===== src/rtl/fdsync_dbuf.sv =====
// fdsync_dbuf: double-buffered, lane-writable sync register.
// Bus writes land in a shadow register with per-lane enables. A commit
// strobe copies the shadow into the active register in one edge, so a
// multi-lane update reaches the pipeline atomically. The block also
// tracks which lanes are pending, flags lanes that are written twice
// before a commit (sticky overrun), and pulses upd after a commit that
// carried new data.
module fdsync_dbuf #(
  parameter int                 WIDTH     = 24,
  parameter int                 LANES     = 3,
  parameter logic [WIDTH-1:0]   RESET_VAL = {WIDTH{1'b0}}
) (
  input  logic               clk,
  input  logic               reset,
  input  logic [WIDTH-1:0]   d,
  input  logic               ld,
  input  logic [LANES-1:0]   lane_en,
  input  logic               xfer,
  input  logic               clr_ovr,
  output logic [WIDTH-1:0]   q,
  output logic [WIDTH-1:0]   shadow,
  output logic [LANES-1:0]   pend,
  output logic               ovr,
  output logic               upd
);

  localparam int LW = WIDTH / LANES;

  // State registers; every output is driven straight from one of these.
  logic [WIDTH-1:0] q_r;
  logic [WIDTH-1:0] shadow_r;
  logic [LANES-1:0] pend_r;
  logic             ovr_r;
  logic             upd_r;

  // Combinational next-state terms.
  logic [LANES-1:0] lane_wr_s;      // lanes actually written this edge
  logic [WIDTH-1:0] next_shadow_s;  // shadow with this edge's write merged in
  logic             ovr_set_s;      // a pending lane is rewritten without commit
  logic             commit_data_s;  // this commit carries new data

  // Qualify the per-lane enables with the write strobe.
  always_comb begin
    lane_wr_s = {LANES{1'b0}};
    if (ld) begin
      lane_wr_s = lane_en;
    end else begin
      lane_wr_s = {LANES{1'b0}};
    end
  end

  // Merge the written lanes over the current shadow; a commit on the same
  // edge takes this merged value, giving the ld+xfer write-through.
  always_comb begin
    next_shadow_s = shadow_r;
    for (int k = 0; k < LANES; k++) begin
      if (lane_wr_s[k]) begin
        next_shadow_s[k*LW +: LW] = d[k*LW +: LW];
      end else begin
        next_shadow_s[k*LW +: LW] = shadow_r[k*LW +: LW];
      end
    end
  end

  // Overrun and commit-content detection. A write that is committed on the
  // same edge is never an overrun, since nothing pending gets lost.
  always_comb begin
    ovr_set_s     = 1'b0;
    commit_data_s = 1'b0;
    if (!xfer) begin
      ovr_set_s = |(lane_wr_s & pend_r);
    end else begin
      ovr_set_s = 1'b0;
    end
    commit_data_s = (|pend_r) | (|lane_wr_s);
  end

  // Shadow register: absorbs every accepted lane write.
  always_ff @(posedge clk or posedge reset) begin
    if (reset) begin
      shadow_r <= RESET_VAL;
    end else begin
      shadow_r <= next_shadow_s;
    end
  end

  // Active register: loads the merged shadow on a commit. With nothing
  // pending shadow already equals q, so an idle commit leaves q unchanged.
  always_ff @(posedge clk or posedge reset) begin
    if (reset) begin
      q_r <= RESET_VAL;
    end else if (xfer) begin
      q_r <= next_shadow_s;
    end else begin
      q_r <= q_r;
    end
  end

  // Pending lanes: set by writes, cleared wholesale by a commit (including
  // lanes written on the commit edge itself).
  always_ff @(posedge clk or posedge reset) begin
    if (reset) begin
      pend_r <= {LANES{1'b0}};
    end else if (xfer) begin
      pend_r <= {LANES{1'b0}};
    end else begin
      pend_r <= pend_r | lane_wr_s;
    end
  end

  // Sticky overrun flag; a set on the same edge as a clear wins.
  always_ff @(posedge clk or posedge reset) begin
    if (reset) begin
      ovr_r <= 1'b0;
    end else if (ovr_set_s) begin
      ovr_r <= 1'b1;
    end else if (clr_ovr) begin
      ovr_r <= 1'b0;
    end else begin
      ovr_r <= ovr_r;
    end
  end

  // Commit pulse: high for the one cycle after a commit that moved data.
  always_ff @(posedge clk or posedge reset) begin
    if (reset) begin
      upd_r <= 1'b0;
    end else begin
      upd_r <= xfer & commit_data_s;
    end
  end

  assign q      = q_r;
  assign shadow = shadow_r;
  assign pend   = pend_r;
  assign ovr    = ovr_r;
  assign upd    = upd_r;

endmodule


===== config.mk =====
export PLATFORM = sky130hd
export DESIGN_NAME = fdsync_dbuf
export DESIGN_NICKNAME = d
export VERILOG_FILES = /design/src/rtl/fdsync_dbuf.sv
export SDC_FILE = /design/constraint.sdc
export NUM_CORES = 1
export LEC_CHECK = 0
export ABC_AREA = 1
export CAP_MARGIN = 0
export CORE_MARGIN = 1.5
export CORE_UTILIZATION = 40
export DETAILED_ROUTE_END_ITERATION = 6
export PLACE_DENSITY = 0.77
export SKIP_LAST_GASP = 1
export SYNTH_ARGS = -nofsm -noshare
export SYNTH_HDL_FRONTEND = slang
export SYNTH_SLANG_ARGS = --single-unit
export TNS_END_PERCENT = 5

===== constraint.sdc =====
create_clock -name clk -period 2.15 [get_ports clk]
set_input_delay 0.43 -clock clk [delete_from_list [all_inputs] [get_ports clk]]
set_output_delay 0.43 -clock clk [all_outputs]
set_load 0.02 [all_outputs]

==> results.rst, run 1 <==
.. list-table::
   :header-rows: 1

   * - Metric
     - Value
   * - H-tree level count
     - 2
   * - Port Buffers
     - 84
   * - Maximum number of pins on one net before global-route repair
     - 34
   * - Fraction of layout cells with a size suffix above 1
     - 5.06%
   * - Number of maximum-capacitance violations
     - 0
   * - Pwr/cell area
     - 790 nW/um^2
   * - Worst-path cell chain
     - clkdlybuf4s50_1
   * - Transition at the pin with the smallest max-transition slack
     - 0.478 ns
   * - Crit path DAT
     - 1.32 ns
   * - Starting density of the core
     - 41.2%
   * - Most used cells in the layout excluding fill and tap cells
     - sky130_fd_sc_hd__nand2_1, sky130_fd_sc_hd__clkdlybuf4s50_1, sky130_fd_sc_hd__dfrtp_1
   * - Worst IR drop on VDD
     - 0.435 mV
   * - Detailed-route wire length per cell
     - 13.2 um
   * - Cell area after synthesis
     - around 2100 um^2
   * - First-pass GRT wire length
     - 8.28 mm
   * - Estimated wirelength of the detail-placed design
     - 3.48 mm
   * - Boundary pin count
     - 85
   * - Number of filler instances in the final layout
     - 457
   * - Family with the most delay on the worst path
     - buffers and inverters
   * - Total of warnings raised by yosys
     - 0
   * - Switching power as a share of total power
     - 30.1%
   * - Number of antenna violations at the first check in global routing
     - 0
   * - Horizontal die dimension
     - about 75 um
   * - CP Capture Type
     - primary output
   * - Core Rows
     - 26
   * - Total setup buffers inserted after CTS
     - 0
   * - Setup TNS after final layout
     - 0 ns
   * - Iter 0 DRT Violations
     - 99
   * - Global route overflow
     - 0
   * - Via count of the first global-routing pass
     - around 1800
   * - Count of hold-fix buffers inserted at cts
     - 0
   * - Type of the worst setup path
     - reg2out
   * - Growth of design area from synthesis to finish
     - 48.5%
   * - Clock root buffer master
     - sky130_fd_sc_hd__clkbuf_8
   * - Total via count after detailed routing
     - 1808
   * - Final antenna diode count
     - 0
   * - Clock insertion delay at the later pin of the skew report
     - a little under 0.3 ns
   * - Worst slew margin relative to its limit
     - 68.1%
   * - Combinational group share of total power
     - 28.3%
   * - Clock input transition at the sequential cells of the worst setup and hold paths
     - 0.09 ns
   * - Number of sinks on the clock net
     - between 50 and 60
   * - Number of setup violations in the final report
     - 0
   * - Endpoint required time on the critical path
     - 1.72 ns
   * - Highest attainable clock frequency
     - approximately 570 MHz
   * - Final hold violations
     - 0
   * - Overall Global Routing Usage
     - 19.7%
   * - Mean Syn Cell Area
     - 8.99 um^2
   * - Internal power component
     - 1700 uW
   * - Maximum root-to-sink buffer count
     - 2
   * - Run status
     - complete, no violations
   * - Most common cell after layout, fill and taps aside
     - sky130_fd_sc_hd__nand2_1
   * - Hold/Removal Path Class
     - in2async
   * - Global placement routability congestion
     - 0.737
   * - Height of the chip
     - around 75 um
   * - Nets in the synthesized netlist
     - 263
   * - Slowest cell on the critical path
     - sky130_fd_sc_hd__clkdlybuf4s50_1
   * - Highest net fanout along the worst path
     - 3
   * - Detailed Routing Iterations Pass 1
     - 4
   * - Net switching power figure
     - 732 uW
   * - Clock buffers created by TritonCTS
     - 5
   * - Post_cts resized
     - 0
   * - Critical Path Start Type
     - flip-flop
   * - TritonCTS clock tree
     - yes
   * - Register share of total power
     - about half
   * - Placed instance area
     - roughly 3000 um^2
   * - Post-layout instance area
     - 3080 um^2
   * - Area of the core
     - 5040 um^2
   * - Slowest cell delay on critical path
     - 0.64 ns
   * - Portion of the post-synthesis area used by sequential elements
     - 63.9%
   * - Leakage Power
     - 0.00154 uW
   * - Via-to-Cell Ratio
     - 4.68
   * - Total routed wirelength
     - 5.09 mm
   * - Area of the die
     - 5630 um^2
   * - Buf/Inv on CP
     - 1
   * - Clock skew
     - 0.00201 ns
   * - DR DRC count
     - 0
   * - # nets final
     - 348
   * - Share of the cycle needed by the critical path after routing
     - 81.4%
   * - Hold slack
     - about 0.48 ns
   * - Library cells used by synthesis
     - 11
   * - Clock power frac
     - 22.7%
   * - Gate count of the mapped netlist
     - 231
   * - Final Critical Period
     - approximately 1.7 ns
   * - Setup repair after global routing missed its margin
     - no
   * - Antenna violation net count after detailed routing
     - 0
   * - Number of flip-flops and latches in the synthesized netlist
     - 53
   * - Max Transition Viols Final
     - 0
==> routing by layer <==
layer  global-route usage (%)  wire length [um]  part of all wire [%]  vias to the layer above
li1                         -                 -                     -                      887
met1                     26.0              2290                    45                      862
met2                     31.9              2480                    49                       57
met3                     5.62               294                   5.8                        2
met4                     5.66                22                  0.43                        0
met5                        0                 0                     0                        -
==> synth_stat cells <==
cell type	number	share of area (%)
sky130_fd_sc_hd__nor2_1	2	0.36
sky130_fd_sc_hd__nand2_1	123	22
sky130_fd_sc_hd__inv_1	5	0.90
sky130_fd_sc_hd__a21oi_1	3	0.72
sky130_fd_sc_hd__clkbuf_1	1	0.18
sky130_fd_sc_hd__inv_2	1	0.18
sky130_fd_sc_hd__buf_4	2	0.72
sky130_fd_sc_hd__dfrtp_1	53	64
sky130_fd_sc_hd__buf_2	8	1.9
sky130_fd_sc_hd__nand2_4	3	1.6
sky130_fd_sc_hd__nand3_1	30	7.2
==> sequential cells by signal (all words and copies together) (netlist names) <==
name	flops
ovr	1
q	24
pend	3
upd	1
shadow	24
==> cell families after synthesis <==
family / count (synthesis) / synth area share, %
AO/OA/AOI/OAI: 3 / 0.723
buffers and inverters: 17 / 3.92
flip-flops: 53 / 63.9
AND/OR/NAND/NOR: 158 / 31.5
==> worst paths after layout <==
| check | startpoint | to | slack (ns) | depth (start not counted) |
|---|---|---|---|---|
| setup / recovery | pend[1] | pend[1] | 0.40 | 1 |
| hold / removal | reset | q[1] | 0.48 | 3 |
| setup reg to reg | pend[1] | upd | 1.30 | 4 |
| hold reg to reg | q[4] | q[4] | 0.48 | 2 |
| max in group asynchronous | reset | shadow[19] | 1.30 | 3 |
| min in group clk | q[4] | q[4] | 0.48 | 2 |
==> through the flow <==
step / utilization [%] / instances / total power [uW] / setup slack (ns)
floorplan: - / 231 / 1530 / 0.434
global placement: 59.4 / 379 / 1890 / 0.419
detailed placement: 59.4 / 379 / 1900 / 0.389
CTS: 61.1 / 386 / 2460 / 0.385
global route: 61.1 / 386 / 2560 / 0.339
finish: 61.1 / 386 / 2430 / 0.400
==> power by group through the flow <==
| stage | Clock, uW | Sequential (uW) | Combinational (uW) |
|---|---|---|---|
| 6_report | 553 | 1190 | 688 |
| 5_1_grt | 607 | 1210 | 748 |
| 4_1_cts | 567 | 1190 | 696 |
| 3_5_place_dp | 0 | 1210 | 696 |
| 3_3_place_gp | 0 | 1210 | 684 |
| 2_1_floorplan | 0 | 1360 | 173 |
==> final cells by class <==
type                            count  area [um^2]  share of cell area [%]
Sequential cell                    53         1330                    43.0
Timing Repair Buffer               89          891                    28.9
Multi-Input combinational cell    161          668                    21.7
Tap cell                           70         87.6                    2.84
Clock buffer                        7         86.3                    2.80
Inverter                            6         22.5                   0.731
No activity file was read; power rests on OpenSTA's default activity.
==> inputs of run 2 (changes only) <==
==> constraint.sdc (replaced) <==
create_clock -name clk -period 1.8 [get_ports clk]
set_input_delay 0.36 -clock clk [delete_from_list [all_inputs] [get_ports clk]]
set_output_delay 0.36 -clock clk [all_outputs]
set_load 0.02 [all_outputs]
==> run 2 against run 1 <==
Net effect:
- die area unchanged
- clock skew increased by 0.0070 ns
- core utilization is 1.6 points higher
- total power up 26%
- largest cell class unchanged
- combinational power up 22%
==> results.rst, run 2 (same netlist as run 1, synthesis figures left out) <==
.. list-table::
   :header-rows: 1

   * - Metric
     - Value
   * - Run status
     - complete, no violations
   * - Total setup buffers inserted after CTS
     - 0
   * - Boundary pin count
     - 85
   * - Slowest cell delay on critical path
     - 0.64 ns
   * - Final hold violations
     - 0
   * - Highest net fanout along the worst path
     - 3
   * - Port Buffers
     - 84
   * - Post-layout instance area
     - 3160 um^2
   * - Fraction of layout cells with a size suffix above 1
     - under 10%
   * - Combinational group share of total power
     - 27.5%
   * - Cell Count, Final, Fillers Out
     - between 300 and 400
   * - Worst-path cell chain
     - clkdlybuf4s50_1
   * - CP Capture Type
     - primary output
   * - Core Rows
     - 26
   * - Switching power as a share of total power
     - between 20% and 30%
   * - Final antenna diode count
     - 0
   * - Slowest cell on the critical path
     - sky130_fd_sc_hd__clkdlybuf4s50_1
   * - Number of antenna violations at the first check in global routing
     - 0
   * - Estimated wirelength of the detail-placed design
     - 3.93 mm
   * - Clock root buffer master
     - sky130_fd_sc_hd__clkbuf_8
   * - Number of maximum-capacitance violations
     - 0
   * - H-tree level count
     - 2
   * - Most common cell after layout, fill and taps aside
     - sky130_fd_sc_hd__nand2_1
   * - Starting density of the core
     - 41.2%
   * - Growth of design area from synthesis to finish
     - 52.3%
   * - Number of sinks on the clock net
     - 53
   * - Type of the worst setup path
     - reg2out
   * - Overall Global Routing Usage
     - approximately a fifth
   * - Family with the most delay on the worst path
     - buffers and inverters
   * - Buf/Inv on CP
     - 1
   * - Clock power frac
     - 26.0%
   * - Count of hold-fix buffers inserted at cts
     - 0
   * - Setup TNS after final layout
     - 0 ns
   * - Clock input transition at the sequential cells of the worst setup and hold paths
     - 0.09 ns
   * - Post_cts resized
     - 0
   * - Total area of multi-input combinational cells
     - 668 um^2
   * - DR DRC count
     - 0
   * - Net switching power figure
     - 902 uW
   * - Setup repair after global routing missed its margin
     - no
   * - Antenna violation net count after detailed routing
     - 0
   * - Worst R2R Start
     - pend[0]
   * - Max Transition Viols Final
     - 0
   * - Placed instance area
     - 3050 um^2
   * - Number of filler instances in the final layout
     - 457
   * - Final Critical Period
     - 1.69 ns
   * - Iter 0 DRT Violations
     - 104
   * - Horizontal die dimension
     - 75.0 um
   * - Register share of total power
     - 46.5%
   * - Maximum root-to-sink buffer count
     - 2
   * - Pwr/cell area
     - slightly below 1000 nW/um^2
   * - Endpoint required time on the critical path
     - roughly 1.4 ns
   * - TritonCTS clock tree
     - yes
   * - Critical Path Start Type
     - flip-flop
   * - Number of setup violations in the final report
     - 0
   * - Beginning of the critical path
     - pend[1]
   * - Clock skew
     - 0.00897 ns
   * - Via-to-Cell Ratio
     - 4.60
   * - Worst IR drop on VDD
     - 0.477 mV
   * - Placed Cells incl. Taps
     - ~380
   * - Total via count after detailed routing
     - 1797
   * - Clock insertion delay at the later pin of the skew report
     - 0.31 ns
   * - Detailed-route wire length per cell
     - 13.4 um
   * - Transition at the pin with the smallest max-transition slack
     - 0.467 ns
   * - Hold/Removal Path Class
     - in2async
   * - First-pass GRT wire length
     - 8.29 mm
   * - Maximum number of pins on one net before global-route repair
     - 31
   * - Area of the core
     - around 5000 um^2
   * - Global route overflow
     - 0
   * - Global placement routability congestion
     - 0.745
   * - Total routed wirelength
     - 5.26 mm
   * - Detailed Routing Iterations Pass 1
     - 4
   * - Sequential cell area
     - 1330 um^2
   * - Height of the chip
     - 75.0 um
   * - Leakage Power
     - 0.00158 uW
   * - Internal power component
     - between 2000 and 2500 uW
   * - # nets final
     - 352
   * - Area of the die
     - 5630 um^2
   * - Worst slew margin relative to its limit
     - 68.8%
   * - Via count of the first global-routing pass
     - 1807
   * - Clock buffers created by TritonCTS
     - 5
   * - Crit path DAT
     - approximately 1.3 ns
   * - Most used cells in the layout excluding fill and tap cells
     - sky130_fd_sc_hd__nand2_1, sky130_fd_sc_hd__clkdlybuf4s50_1, sky130_fd_sc_hd__dfrtp_1
   * - Share of the cycle needed by the critical path after routing
     - between 90% and 100%
   * - Highest attainable clock frequency
     - 593 MHz
run 2: metal layers:
metal / share of wire, % / track usage [%] / vias up
met3: 7.4 / 6.96 / 8
met4: 1.4 / 5.45 / 0
li1: - / - / 894
met1: 41 / 24.2 / 841
met5: 0 / 0 / -
met2: 50 / 33.5 / 54
run 2: power by group through the flow:
stage,sequential [uW],combinational [uW],clock (uW)
after detailed placement,1440,849,0
after CTS,1420,851,812
final,1420,839,796
after global placement,1440,832,0
after global routing,1440,914,861
after floorplan,1630,206,0
run 2: worst paths after layout:
check | end | slack [ns] | cells past startpoint
worst min register to register | q[0] | 0.49 | 2
worst max register to register | upd | 0.96 | 4
min in group clk | q[0] | 0.49 | 2
max in group asynchronous | shadow[18] | 0.98 | 3
worst min-delay path | shadow[14] | 0.36 | 2
worst max-delay path | pend[1] | 0.11 | 1
run 2: metrics by stage:
stage | hold slack, ns | total power [uW] | util (%) | setup WS, ns
after floorplan | 0.504 | 1830 | - | 0.154
after global placement | 0.464 | 2280 | 60.5 | 0.243
after detailed placement | 0.464 | 2290 | 60.5 | 0.207
after CTS | 0.368 | 3090 | 62.7 | 0.107
after global routing | 0.379 | 3210 | 62.7 | 0.0556
final | 0.358 | 3060 | 62.7 | 0.115
run 2: area by class of cell:
class / count / share of cell area (%)
flip-flops and latches: 53 / 41.9
repair buffers: 93 / 29.9
multi-input cells: 161 / 21.1
well taps: 70 / 2.77
clock buffers: 6 / 2.30
clock inverters: 2 / 1.23
inverters: 6 / 0.712
==> RTL change, RTL diff (flow settings as in run 1) <==
Set the parameter `LANES` to 5 (it was 3).
--- a/src/rtl/fdsync_dbuf.sv
+++ b/src/rtl/fdsync_dbuf.sv
@@ -7,7 +7,7 @@
 // carried new data.
 module fdsync_dbuf #(
   parameter int                 WIDTH     = 24,
-  parameter int                 LANES     = 3,
+  parameter int                 LANES     = 5,
   parameter logic [WIDTH-1:0]   RESET_VAL = {WIDTH{1'b0}}
 ) (
   input  logic               clk,
Interface: changed (resized lane_en and pend); port bits go from 85 to 89. The function was not compared with the original's and may differ.
==> RTL change against run 1 <==
Count of clock-buffer cells in the layout up 1. Power shrank 8.6%. Wire length decreased by 14%. Sequential share of layout area fell by 0.73 points. Register-to-register slack worse by 0.05 ns. Setup slack gained 0.0013 ns. Clock skew grew 0.00094 ns. Final area down 9.8%. Area after synthesis shrank 8.3%. Critical path depth stayed put. Highest routed layer unchanged. Synthesized cell count is 14% lower. Sequential cell count fell by 6.
==> RTL change: results (changes against run 1) <==
Global route
  – Tot GR Track Use: 0.178 (was 0.197)
  – Vias in the first global route: 1534 (was 1825)
  – M1 GR Usage: 0.242 (was 0.260)
  – Largest net degree at the start of global routing: 26 (was 34)
  – Met3 Usage GRT: 0.0542 (was 0.0562)

Yosys
  – Synth top cells by count: nand2_1, dfrtp_1, nand3_1 (unchanged)
  – Distinct cells, synth: 16 (was 11)
  – Register area share after synthesis: 0.618 (was 0.639)
  – Syn Inst Count: 198 (was 231)
  – #FFs+latches synth: 47 (was 53)

Status
  – Outcome: complete, no violations (unchanged)

Drt
  – WL met1: 1.94 mm (was 2.29 mm)
  – Iteration-0 DRC Markers: 116 (was 99)
  – Length of routed met2 wiring: 2.05 mm (was 2.48 mm)
  – Wire length on met3: 333 um (was 294 um)
  – Vias after detailed routing: 1634 (was 1808)
  – Routed wire length: 4.40 mm (was 5.09 mm)

Finish
  – Final Instance Count excl. Fillers: 330 (was 386)
  – Clock Buffer Count: 8 (was 7)
  – Layout fillers: 381 (was 457)
  – Nets@finish: 311 (was 348)
  – Bufs w/o clock: 81 (was 89)
  – Storage cell area: 1180 um2 (was 1330 um2)
  – Number of non-clock inverters in the layout: 7 (was 6)
  – Non-clock buffer share: 0.290 (was 0.289)
  – Multi-input combinational area share: 0.218 (was 0.217)
  – Clock-cell share of area: 0.0360 (was 0.0280)

Power and ir drop
  – Peak supply drop: 0.527 mV (was 0.435 mV)
  – Internal: 1.57 mW (was 1.70 mW)
  – PwrDens: 800 nW/um2 (was 790 nW/um2)

Critical path
  – R2R setup slack: 1.25 ns (was 1.30 ns)
  – RR Endpoint: ovr (was upd)
  – RR Startpoint: pend[2] (was pend[1])

Place
  – Pre-CTS setup slack: 0.365 ns (was 0.389 ns)
  – Placer Congestion: 0.828 (was 0.737)
  – Detailed Place HPWL: 3.18 mm (was 3.48 mm)
  – PortBufs: 76 (was 84)
  – Placed Cells: 322 (was 379)
-- RTL change: changes by cell type after synthesis, moves of 2 or more --
| cell | before | now |
|---|---|---|
| nand2_4 | 3 | 0 |
| a31oi_1 | 0 | 20 |
| a21oi_1 | 3 | 5 |
| buf_4 | 2 | 9 |
| dfrtp_1 | 53 | 47 |
| nand2_1 | 123 | 49 |
| inv_1 | 5 | 7 |
| buf_6 | 0 | 3 |
| buf_2 | 8 | 3 |
| nor2_1 | 2 | 23 |
| nand3_1 | 30 | 26 |
-- RTL change: power by group through the flow --
stage / Combinational [mW] / Clock, mW / Sequential (mW)
after floorplan: 0.173 / 0 / 1.20
after global routing: 0.653 / 0.625 / 1.06
after CTS: 0.615 / 0.586 / 1.05
final: 0.609 / 0.567 / 1.05
after detailed placement: 0.614 / 0 / 1.07
after global placement: 0.605 / 0 / 1.06
-- RTL change: how the worst max path moves through the flow --
stage / from / end / slack, ns
after detailed placement: ld / upd / 0.36
after global placement: ld / ovr / 0.42
after global routing: pend[2] / pend[2] / 0.34
final: pend[3] / pend[3] / 0.40
after floorplan: reset / ovr / 0.60
after CTS: pend[2] / pend[2] / 0.38
-- RTL change: kinds of logic after synthesis --
family                 share of synthesized area
AOI/OAI and AO/OA                         0.0894
buffers and inverters                     0.0769
DFF                                        0.618
other                                    0.00197
and+or+nand+nor                            0.214
-- RTL change: stage by stage --
stage | total power [mW] | hold slack (ns) | util
after floorplan | 1.37 | 0.574 | -
after global placement | 1.67 | 0.466 | 0.599
after detailed placement | 1.68 | 0.469 | 0.599
after CTS | 2.25 | 0.489 | 0.621
after global routing | 2.34 | 0.523 | 0.621
final | 2.22 | 0.486 | 0.621
